### config.mk
export PLATFORM = sky130hd
export DESIGN_NAME = uart_cmd_ctrl
export DESIGN_NICKNAME = d
export VERILOG_FILES = /design/src/rtl/uart_cmd_ctrl.sv
export SDC_FILE = /design/constraint.sdc
export NUM_CORES = 1
export LEC_CHECK = 0
export CAP_MARGIN = 20
export CORE_MARGIN = 10
export CORE_UTILIZATION = 38
export DETAILED_ROUTE_END_ITERATION = 7
export PLACE_DENSITY = 0.61
export SYNTH_ARGS = -nofsm -noshare
export SYNTH_HDL_FRONTEND = slang
export SYNTH_SLANG_ARGS = --single-unit
### constraint.sdc
create_clock -name clk -period 9.3 [get_ports clk]
set_input_delay 1.86 -clock clk [delete_from_list [all_inputs] [get_ports clk]]
set_output_delay 1.86 -clock clk [all_outputs]
set_load 0.01 [all_outputs]
### src/rtl/uart_cmd_ctrl.sv
// Frame decoder and write sequencer between the UART receiver and the memory / VIC-II write ports.
// Frame: SYNC CMD ADDR_LO ADDR_HI LEN payload[LEN] CSUM, where CSUM is the XOR of CMD..last payload.
module uart_cmd_ctrl #(
  parameter int unsigned TIMEOUT_CLKS = 64125000 / 32 / 10,
  parameter logic [7:0]  SYNC_BYTE    = 8'h55
) (
  input  logic        clk,
  input  logic        rst,
  input  logic [7:0]  rx_data,
  input  logic        rx_ready,
  output logic [15:0] mem_addr,
  output logic [7:0]  mem_wdata,
  output logic        mem_we,
  input  logic        mem_ready,
  output logic [5:0]  reg_addr,
  output logic [7:0]  reg_wdata,
  output logic        reg_we,
  output logic        busy,
  output logic        frame_ok,
  output logic [3:0]  err
);

  typedef enum logic [2:0] {
    StHunt, StCmd, StAlo, StAhi, StLen, StData, StCsum
  } state_e;

  localparam logic [31:0] ToLast = 32'(TIMEOUT_CLKS - 1);

  state_e      state_q, state_d;
  logic [7:0]  hold_q, hold_d;
  logic        hold_full_q, hold_full_d;
  logic        is_reg_q, is_reg_d;
  logic [15:0] addr_q, addr_d;
  logic [8:0]  rem_q, rem_d;
  logic [7:0]  csum_q, csum_d;
  logic [31:0] to_cnt_q, to_cnt_d;
  logic [15:0] mem_addr_q, mem_addr_d;
  logic [7:0]  mem_wdata_q, mem_wdata_d;
  logic        mem_we_q, mem_we_d;
  logic [5:0]  reg_addr_q, reg_addr_d;
  logic [7:0]  reg_wdata_q, reg_wdata_d;
  logic        reg_we_q, reg_we_d;
  logic        frame_ok_q, frame_ok_d;
  logic [3:0]  err_q, err_d;

  logic        write_stall;
  logic        consume;
  logic        overrun;
  logic        timeout;
  logic [31:0] to_cnt_inc;

  // An unaccepted memory write blocks the FSM; the next byte waits in the holding register.
  assign write_stall = mem_we_q & ~mem_ready;
  assign consume     = hold_full_q & ~write_stall;
  assign overrun     = rx_ready & hold_full_q & ~consume;
  assign busy        = (state_q != StHunt);
  assign to_cnt_inc  = (to_cnt_q == ToLast) ? to_cnt_q : to_cnt_q + 32'd1;
  assign timeout     = busy & ~rx_ready & (to_cnt_inc == ToLast) & ~write_stall;

  always_comb begin
    state_d     = state_q;
    hold_d      = hold_q;
    hold_full_d = hold_full_q;
    is_reg_d    = is_reg_q;
    addr_d      = addr_q;
    rem_d       = rem_q;
    csum_d      = csum_q;
    mem_addr_d  = mem_addr_q;
    mem_wdata_d = mem_wdata_q;
    mem_we_d    = write_stall;
    reg_addr_d  = reg_addr_q;
    reg_wdata_d = reg_wdata_q;
    reg_we_d    = 1'b0;
    frame_ok_d  = 1'b0;
    err_d       = 4'b0000;

    if (!busy || rx_ready) begin
      to_cnt_d = 32'd0;
    end else begin
      to_cnt_d = to_cnt_inc;
    end

    if (consume) begin
      hold_full_d = 1'b0;
    end
    if (rx_ready && !overrun) begin
      hold_d      = rx_data;
      hold_full_d = 1'b1;
    end

    if (overrun) begin
      err_d       = 4'b0100;
      hold_full_d = 1'b0;
      state_d     = StHunt;
    end else if (timeout) begin
      err_d       = 4'b0010;
      hold_full_d = 1'b0;
      state_d     = StHunt;
    end else if (consume) begin
      unique case (state_q)
        StHunt: begin
          if (hold_q == SYNC_BYTE) begin
            state_d = StCmd;
          end
        end
        StCmd: begin
          if (hold_q == 8'h01 || hold_q == 8'h02) begin
            is_reg_d = (hold_q == 8'h02);
            csum_d   = hold_q;
            state_d  = StAlo;
          end else begin
            err_d   = 4'b1000;
            state_d = StHunt;
          end
        end
        StAlo: begin
          addr_d[7:0] = hold_q;
          csum_d      = csum_q ^ hold_q;
          state_d     = StAhi;
        end
        StAhi: begin
          addr_d[15:8] = hold_q;
          csum_d       = csum_q ^ hold_q;
          state_d      = StLen;
        end
        StLen: begin
          rem_d   = (hold_q == 8'h00) ? 9'd256 : {1'b0, hold_q};
          csum_d  = csum_q ^ hold_q;
          state_d = StData;
        end
        StData: begin
          if (is_reg_q) begin
            reg_addr_d  = addr_q[5:0];
            reg_wdata_d = hold_q;
            reg_we_d    = 1'b1;
          end else begin
            mem_addr_d  = addr_q;
            mem_wdata_d = hold_q;
            mem_we_d    = 1'b1;
          end
          addr_d = addr_q + 16'd1;
          rem_d  = rem_q - 9'd1;
          csum_d = csum_q ^ hold_q;
          if (rem_q == 9'd1) begin
            state_d = StCsum;
          end
        end
        StCsum: begin
          if (hold_q == csum_q) begin
            frame_ok_d = 1'b1;
          end else begin
            err_d = 4'b0001;
          end
          state_d = StHunt;
        end
        default: state_d = StHunt;
      endcase
    end
  end

  always_ff @(posedge clk or posedge rst) begin
    if (rst) begin
      state_q     <= StHunt;
      hold_q      <= 8'h00;
      hold_full_q <= 1'b0;
      is_reg_q    <= 1'b0;
      addr_q      <= 16'h0000;
      rem_q       <= 9'd0;
      csum_q      <= 8'h00;
      to_cnt_q    <= 32'd0;
      mem_addr_q  <= 16'h0000;
      mem_wdata_q <= 8'h00;
      mem_we_q    <= 1'b0;
      reg_addr_q  <= 6'd0;
      reg_wdata_q <= 8'h00;
      reg_we_q    <= 1'b0;
      frame_ok_q  <= 1'b0;
      err_q       <= 4'b0000;
    end else begin
      state_q     <= state_d;
      hold_q      <= hold_d;
      hold_full_q <= hold_full_d;
      is_reg_q    <= is_reg_d;
      addr_q      <= addr_d;
      rem_q       <= rem_d;
      csum_q      <= csum_d;
      to_cnt_q    <= to_cnt_d;
      mem_addr_q  <= mem_addr_d;
      mem_wdata_q <= mem_wdata_d;
      mem_we_q    <= mem_we_d;
      reg_addr_q  <= reg_addr_d;
      reg_wdata_q <= reg_wdata_d;
      reg_we_q    <= reg_we_d;
      frame_ok_q  <= frame_ok_d;
      err_q       <= err_d;
    end
  end

  assign mem_addr  = mem_addr_q;
  assign mem_wdata = mem_wdata_q;
  assign mem_we    = mem_we_q;
  assign reg_addr  = reg_addr_q;
  assign reg_wdata = reg_wdata_q;
  assign reg_we    = reg_we_q;
  assign frame_ok  = frame_ok_q;
  assign err       = err_q;

endmodule

==> flow_metrics.tcl, run 1 <==
set metrics [dict create \
    status "completed" \
    grt_pass1_vias 5307 \
    holdWs_ps 503 \
    required_ps 9610 \
    grt_setup_unrepaired "false" \
    slew_violations 0 \
    routed_wirelength_mm 16.8 \
    diodes 0 \
    tightest_slew_ps 1020 \
    min_from "csum_q[6]$_DFFE_PP0P_" \
    cp_top_family "buffers and inverters" \
    ant_nets 0 \
    path_class "in -> reg" \
    clock_sinks 123 \
    worstRegToRegCells 10 \
    grt_pass1_wl_mm 28.2 \
    max-vdd-ir-drop_mv 0.166 \
    timing.rr.end "rem_q[2]$_DFFE_PP0P_" \
    ys_ff_latch 123 \
    drt-initial-drc-count 475 \
    drive_gt1_share_pct 13.0 \
    portBuffers 57 \
    gp_congestion 0.865 \
    yosys_warnings 0 \
    crit_path_end_kind "flip-flop" \
    cts_max_level 4 \
    syn_avg_cell_area_um2 9.92 \
    synth_nets 685 \
    cellLeakagePower_nw 3.26 \
    worstReg2RegStart "to_cnt_q[0]$_DFF_PP0_" \
    synthToLayoutAreaGrowth_pct 19.7 \
    crit_chain "clkdlybuf4s50_1 -> nand2b_1 -> buf_4 -> a21oi_1 -> nand4_1 -> a2111o_1 -> or4_4 -> inv_2 -> nor2_1 -> a221oi_1" \
    setup-tns-final_ps 0 \
    grt_max_degree 64 \
    cts_tree "built" \
    crit_slowest_cell "or4_4" \
    crit_buf_inv 3 \
    maxCapViolCount 0 \
    cts_resized 0 \
    cp.arrival_ps 5140 \
    num_vias 5322 \
    powerDensity_nw_per_um2 234 \
    hold_depth 1 \
    maxSlewHeadroom_pct 32.0 \
    async_flop_share_pct 100 \
    hold_end "csum_q[6]$_DFFE_PP0P_" \
    min_period_over_period_pct 51.9 \
    clk_path_buf_depth 2 \
    p_total_mw 1.86 \
    period_needed_ps 4820 \
    synth_cells 668 \
    synth.distinct_cells 62 \
    grt.overflow.total 0 \
    synth_top_flop_cell "dfrtp_1" \
    path_max_fanout 34 \
    post_cts_buffers 0 \
    fp.dieW_um 152 \
    root_buffer "clkbuf_16" \
    start_util_pct 38.6 \
    die_h_um 152 \
    dp_hpwl_mm 11.2 \
    start_kind "input port" \
    netlist_area_um2 6630 \
    yosysSeqAreaShare_pct 46.5 \
    std_cell_rows 48 \
    fp.dieArea_um2 23100 \
    wire_per_inst_um 17.9 \
    setup_viol 0 \
    grt.total_usage_pct 14.5 \
    clock_latency_ps 420 \
    r2r_slack_ps 4990 \
    dr.pass1.iters 7 \
    hold_class "reg -> reg" \
    core-area_um2 17200 \
    hold_violations 0 \
    cp_slowest_stage_delay_ps 520 \
    numCtsBuffers 17 \
    ctsHoldBuffers 0 \
    drc_errors 0 \
    yosysTopAreaCell "dfrtp_1" \
    final_nets 718 \
    clock_skew_ps 12.0 \
    synth.area.top_cells "dfrtp_1 46%, mux2_4 4.5%, mux2_2 4.4%, nor2_1 3.6%, xnor2_1 3.3%" \
    synth_top_area_share_pct 46.5 \
    clkSlewWorstSetupHoldPaths_ps 50 \
    antenna_found_initial 0 \
    viasPerCell 5.67 \
    clock.fmax_mhz 207 \
    synth-edff-count 0 \
    ios 58 \
]
## worst register-to-register path, cell delays in order, from the launching register on
cell	delay [ps]
dfrtp_1	490
ha_1	410
inv_1	140
or4_1	530
xor2_1	190
a211o_1	280
a2111o_1	380
or4_4	620
inv_2	500
nor2_1	340
a221oi_1	330
## flip-flops by register name, indices dropped and copies added, names as in the netlist
name,cells
mem_addr,16
err,4
rem_q,9
reg_addr,6
to_cnt_q,32
frame_ok,1
mem_we,1
hold_q,8
hold_full_q,1
mem_wdata,8
reg_wdata,8
reg_we,1
addr_q,16
state_q,3
csum_q,8
is_reg_q,1
## cell families (layout without fill, tap and decap cells)
logic type / count (synthesis) / in the layout / share of synthesized area [%]
AND/OR/NAND/NOR: 250 / 250 / 19.8
AO/OA/AOI/OAI: 130 / 130 / 13.3
flip-flops: 123 / 123 / 46.5
buffers and inverters: 67 / 112 / 4.31
multiplexers: 49 / 49 / 9.41
XOR/XNOR: 44 / 44 / 5.82
adder cells (fa/ha/maj): 5 / 5 / 0.944
## area by class of cell
type	count	area (um2)
Clock buffer	21	460
Fill cell	1614	9240
Clock inverter	10	165
Tap cell	225	282
Multi-Input combinational cell	478	3260
Sequential cell	123	3080
Timing Repair Buffer	62	612
Inverter	19	73.8
## metrics by stage
stage / cells / setup slack, ps / instance area [um2] / util, %
after CTS: 937 / 4440 / 7920 / 46.1
final: 938 / 4480 / 7930 / 46.2
after global placement: 906 / 4110 / 7300 / 42.5
after floorplan: 668 / 4170 / 6630 / -
after detailed placement: 906 / 4030 / 7300 / 42.5
after global routing: 938 / 4280 / 7930 / 46.2
## cell usage after synthesis, types with 3 or more instances
library cell	number
nand3_1	30
nand3b_1	3
o41ai_1	3
nand4_1	16
o22ai_1	10
a21oi_1	21
mux2_4	20
and3_1	15
buf_1	4
buf_6	3
o22a_1	4
clkbuf_1	32
xor2_1	19
ha_1	5
xnor2_1	25
nor2_1	63
a31oi_1	10
and4_1	5
and2_1	6
a211oi_1	8
nor3_1	25
mux2_2	26
dfrtp_1	123
or3_1	6
mux2i_1	3
nor2b_1	8
inv_1	18
a211o_1	5
nand2_1	43
o31ai_1	13
o21ai_0	29
buf_2	8
nand2b_1	5
nor4_1	6
nand4b_1	3
a2bb2oi_1	12
## report_power, final
| part | leakage (nW) | switching, mW | internal [mW] |
|---|---|---|---|
| logic | 1.32 | 0.227 | 0.191 |
| clock network | 0.296 | 0.241 | 0.461 |
| registers | 1.64 | 0.122 | 0.614 |
| total | 3.26 | 0.590 | 1.27 |
## layout by cell type, fill, tap and decap left out, types with 4 or more instances in the layout
master and n:
a211o_1 5, a211oi_1 8, a21oi_1 21, a2bb2oi_1 12
a31oi_1 10, and2_1 6, and3_1 15, and4_1 5
buf_4 4, bufinv_16 4, clkbuf_16 17, clkdlybuf4s50_1 57
dfrtp_1 123, ha_1 5, inv_1 17, mux2_2 26
mux2_4 20, nand2_1 43, nand2b_1 5, nand3_1 30
nand4_1 16, nor2_1 63, nor2b_1 8, nor3_1 25
nor4_1 6, o21ai_0 29, o22a_1 4, o22ai_1 10
o31ai_1 13, or3_1 6, xnor2_1 25, xor2_1 19
## how the worst max path moves through the flow
stage,startpoint,end,slack (ps),cells after the start
detailed placement,rx_ready,reg_addr[5]$_DFFE_PP0P_,4030,10
CTS,rx_ready,reg_addr[5]$_DFFE_PP0P_,4440,10
global placement,rx_ready,reg_wdata[1]$_DFFE_PP0P_,4110,10
floorplan,rst,addr_q[0]$_DFFE_PP0P_,4170,1
global route,rx_ready,rem_q[2]$_DFFE_PP0P_,4280,10
finish,rx_ready,rem_q[2]$_DFFE_PP0P_,4480,10
## layer usage
| layer | vias to the layer above | GRT usage (%) | part of all wire [%] |
|---|---|---|---|
| li1 | 2482 | - | - |
| met2 | 170 | 20.9 | 44 |
| met3 | 31 | 3.61 | 5.7 |
| met1 | 2639 | 20.0 | 48 |
| met5 | - | 0 | 0 |
| met4 | 0 | 6.19 | 2.1 |
No activity file was read; power rests on OpenSTA's default activity.
==> run 2: changes to the inputs <==
- clock period: 9.3 -> 4.8 ns (I/O delays scaled with it)
==> flow_metrics.tcl, run 2 (same netlist as run 1, synthesis figures left out) <==
set metrics [dict create \
    wire_per_inst_um 17.8 \
    ios 58 \
    dr.pass1.iters 5 \
    max_flop_register "to_cnt_q" \
    start_util_pct 38.6 \
    path_class "reg -> reg" \
    drc_errors 0 \
    num_vias 5324 \
    crit_chain "ha_1 -> inv_1 -> or4_1 -> xor2_1 -> a211o_1 -> a2111o_1 -> or4_4 -> inv_2 -> buf_4 -> a211oi_1 -> o22a_1" \
    clock_sinks 123 \
    place_area_um2 7330 \
    synthToLayoutAreaGrowth_pct 19.4 \
    worstReg2RegStart "to_cnt_q[0]$_DFF_PP0_" \
    numCtsBuffers 17 \
    drt-initial-drc-count 443 \
    layoutNonFillerInstCount 943 \
    fin_area_um2 7910 \
    final_nets 722 \
    worstRegToRegCells 11 \
    clk_path_buf_depth 2 \
    post_cts_buffers 0 \
    crit_path_end_kind "flip-flop" \
    min_period_over_period_pct 84.1 \
    dpl.cell_count 911 \
    grt_setup_unrepaired "false" \
    r2r_slack_ps 760 \
    largest_reg_flops 32 \
    grt_pass1_wl_mm 27.7 \
    hold_depth 1 \
    powerDensity_nw_per_um2 441 \
    cts_tree "built" \
    hold_end "reg_wdata[3]$_DFFE_PP0P_" \
    cellLeakagePower_nw 3.26 \
    routed_wirelength_mm 16.8 \
    hold_violations 0 \
    drive_gt1_share_pct 13.8 \
    maxSlewHeadroom_pct 35.6 \
    hold_class "reg -> reg" \
    max-vdd-ir-drop_mv 0.312 \
    crit_slowest_cell "or4_4" \
    tightest_slew_ps 965 \
    setup-tns-final_ps 0 \
    cts_max_level 4 \
    diodes 0 \
    core-area_um2 17200 \
    ant_nets 0 \
    final_common_cell "dfrtp_1" \
    fp.dieArea_um2 23100 \
    clock.fmax_mhz 248 \
    setup_viol 0 \
    clock_skew_ps 12.5 \
    gp_congestion 0.872 \
    maxCapViolCount 0 \
    status "completed" \
    dp_hpwl_mm 11.3 \
    fill_cells 1647 \
    viasPerCell 5.65 \
    cp_slowest_stage_delay_ps 610 \
    timing.rr.end "addr_q[1]$_DFFE_PP0P_" \
    die_h_um 152 \
    clock_latency_ps 430 \
    period_needed_ps 4040 \
    grt_max_degree 71 \
    slew_violations 0 \
    mostFrequentLayoutCells "123 x dfrtp_1, 63 x nor2_1, 57 x clkdlybuf4s50_1, 43 x nand2_1, 30 x nand3_1" \
    root_buffer "clkbuf_16" \
    std_cell_rows 48 \
    cp.arrival_ps 4350 \
    grt.overflow.total 0 \
    required_ps 5110 \
    grt_pass1_vias 5227 \
    min_from "reg_wdata[3]$_DFFE_PP0P_" \
    ctsHoldBuffers 0 \
    start_kind "flip-flop" \
    cts_resized 0 \
    fp.dieW_um 152 \
    portBuffers 57 \
    clkSlewWorstSetupHoldPaths_ps 60 \
    path_max_fanout 20 \
    antenna_found_initial 0 \
    grt.total_usage_pct 14.4 \
]
==> run 2: cell type report <==
| class | count | area, um2 | share of cell area (%) |
|---|---|---|---|
| inverters | 19 | 73.8 | 0.933 |
| multi-input cells | 478 | 3260 | 41.2 |
| repair buffers | 66 | 638 | 8.07 |
| clock inverters | 11 | 108 | 1.36 |
| clock buffers | 21 | 470 | 5.95 |
| flip-flops and latches | 123 | 3080 | 38.9 |
| well taps | 225 | 282 | 3.56 |
==> run 2: worst max-delay path, delay by kind of cell (launching register included) <==
kind | cells | cell delay [ps]
flops | 1 | 460
fa+ha+maj | 1 | 370
compound gates | 4 | 1040
simple gates | 2 | 1140
buf+inv | 3 | 720
xor+xnor | 1 | 180
==> run 2: worst max-delay path by stage <==
stage | startpoint | end | slack [ps] | cells past startpoint
after floorplan | rst | addr_q[0]$_DFFE_PP0P_ | 570 | 1
after global placement | to_cnt_q[0]$_DFF_PP0_ | addr_q[1]$_DFFE_PP0P_ | 890 | 11
after detailed placement | to_cnt_q[0]$_DFF_PP0_ | addr_q[1]$_DFFE_PP0P_ | 820 | 11
after CTS | to_cnt_q[0]$_DFF_PP0_ | addr_q[1]$_DFFE_PP0P_ | 790 | 11
after global routing | to_cnt_q[0]$_DFF_PP0_ | rem_q[2]$_DFFE_PP0P_ | 470 | 11
final | to_cnt_q[0]$_DFF_PP0_ | addr_q[1]$_DFFE_PP0P_ | 760 | 11
==> run 2: layer usage <==
| metal | vias up | part of all wire [%] | track usage [%] |
|---|---|---|---|
| li1 | 2503 | - | - |
| met1 | 2621 | 48 | 19.9 |
| met2 | 174 | 45 | 20.9 |
| met3 | 26 | 5.3 | 3.90 |
| met4 | 0 | 1.7 | 5.36 |
| met5 | - | 0 | 0 |
==> run 2: per-stage QoR <==
stage,power [mW],hold slack [ps],worst slack (ps),util [%]
3_3_place_gp,2.21,490,890,42.7
3_5_place_dp,2.25,495,821,42.7
6_report,3.49,506,761,46.1
2_1_floorplan,1.96,472,569,-
4_1_cts,3.51,509,791,46.1
5_1_grt,3.69,518,473,46.1
==> run 2: power by group <==
part	internal [mW]	leakage [nW]	switching (mW)
Combinational	0.376	1.34	0.468
Clock	0.759	0.281	0.489
Sequential	1.19	1.64	0.204
Total	2.33	3.26	1.16
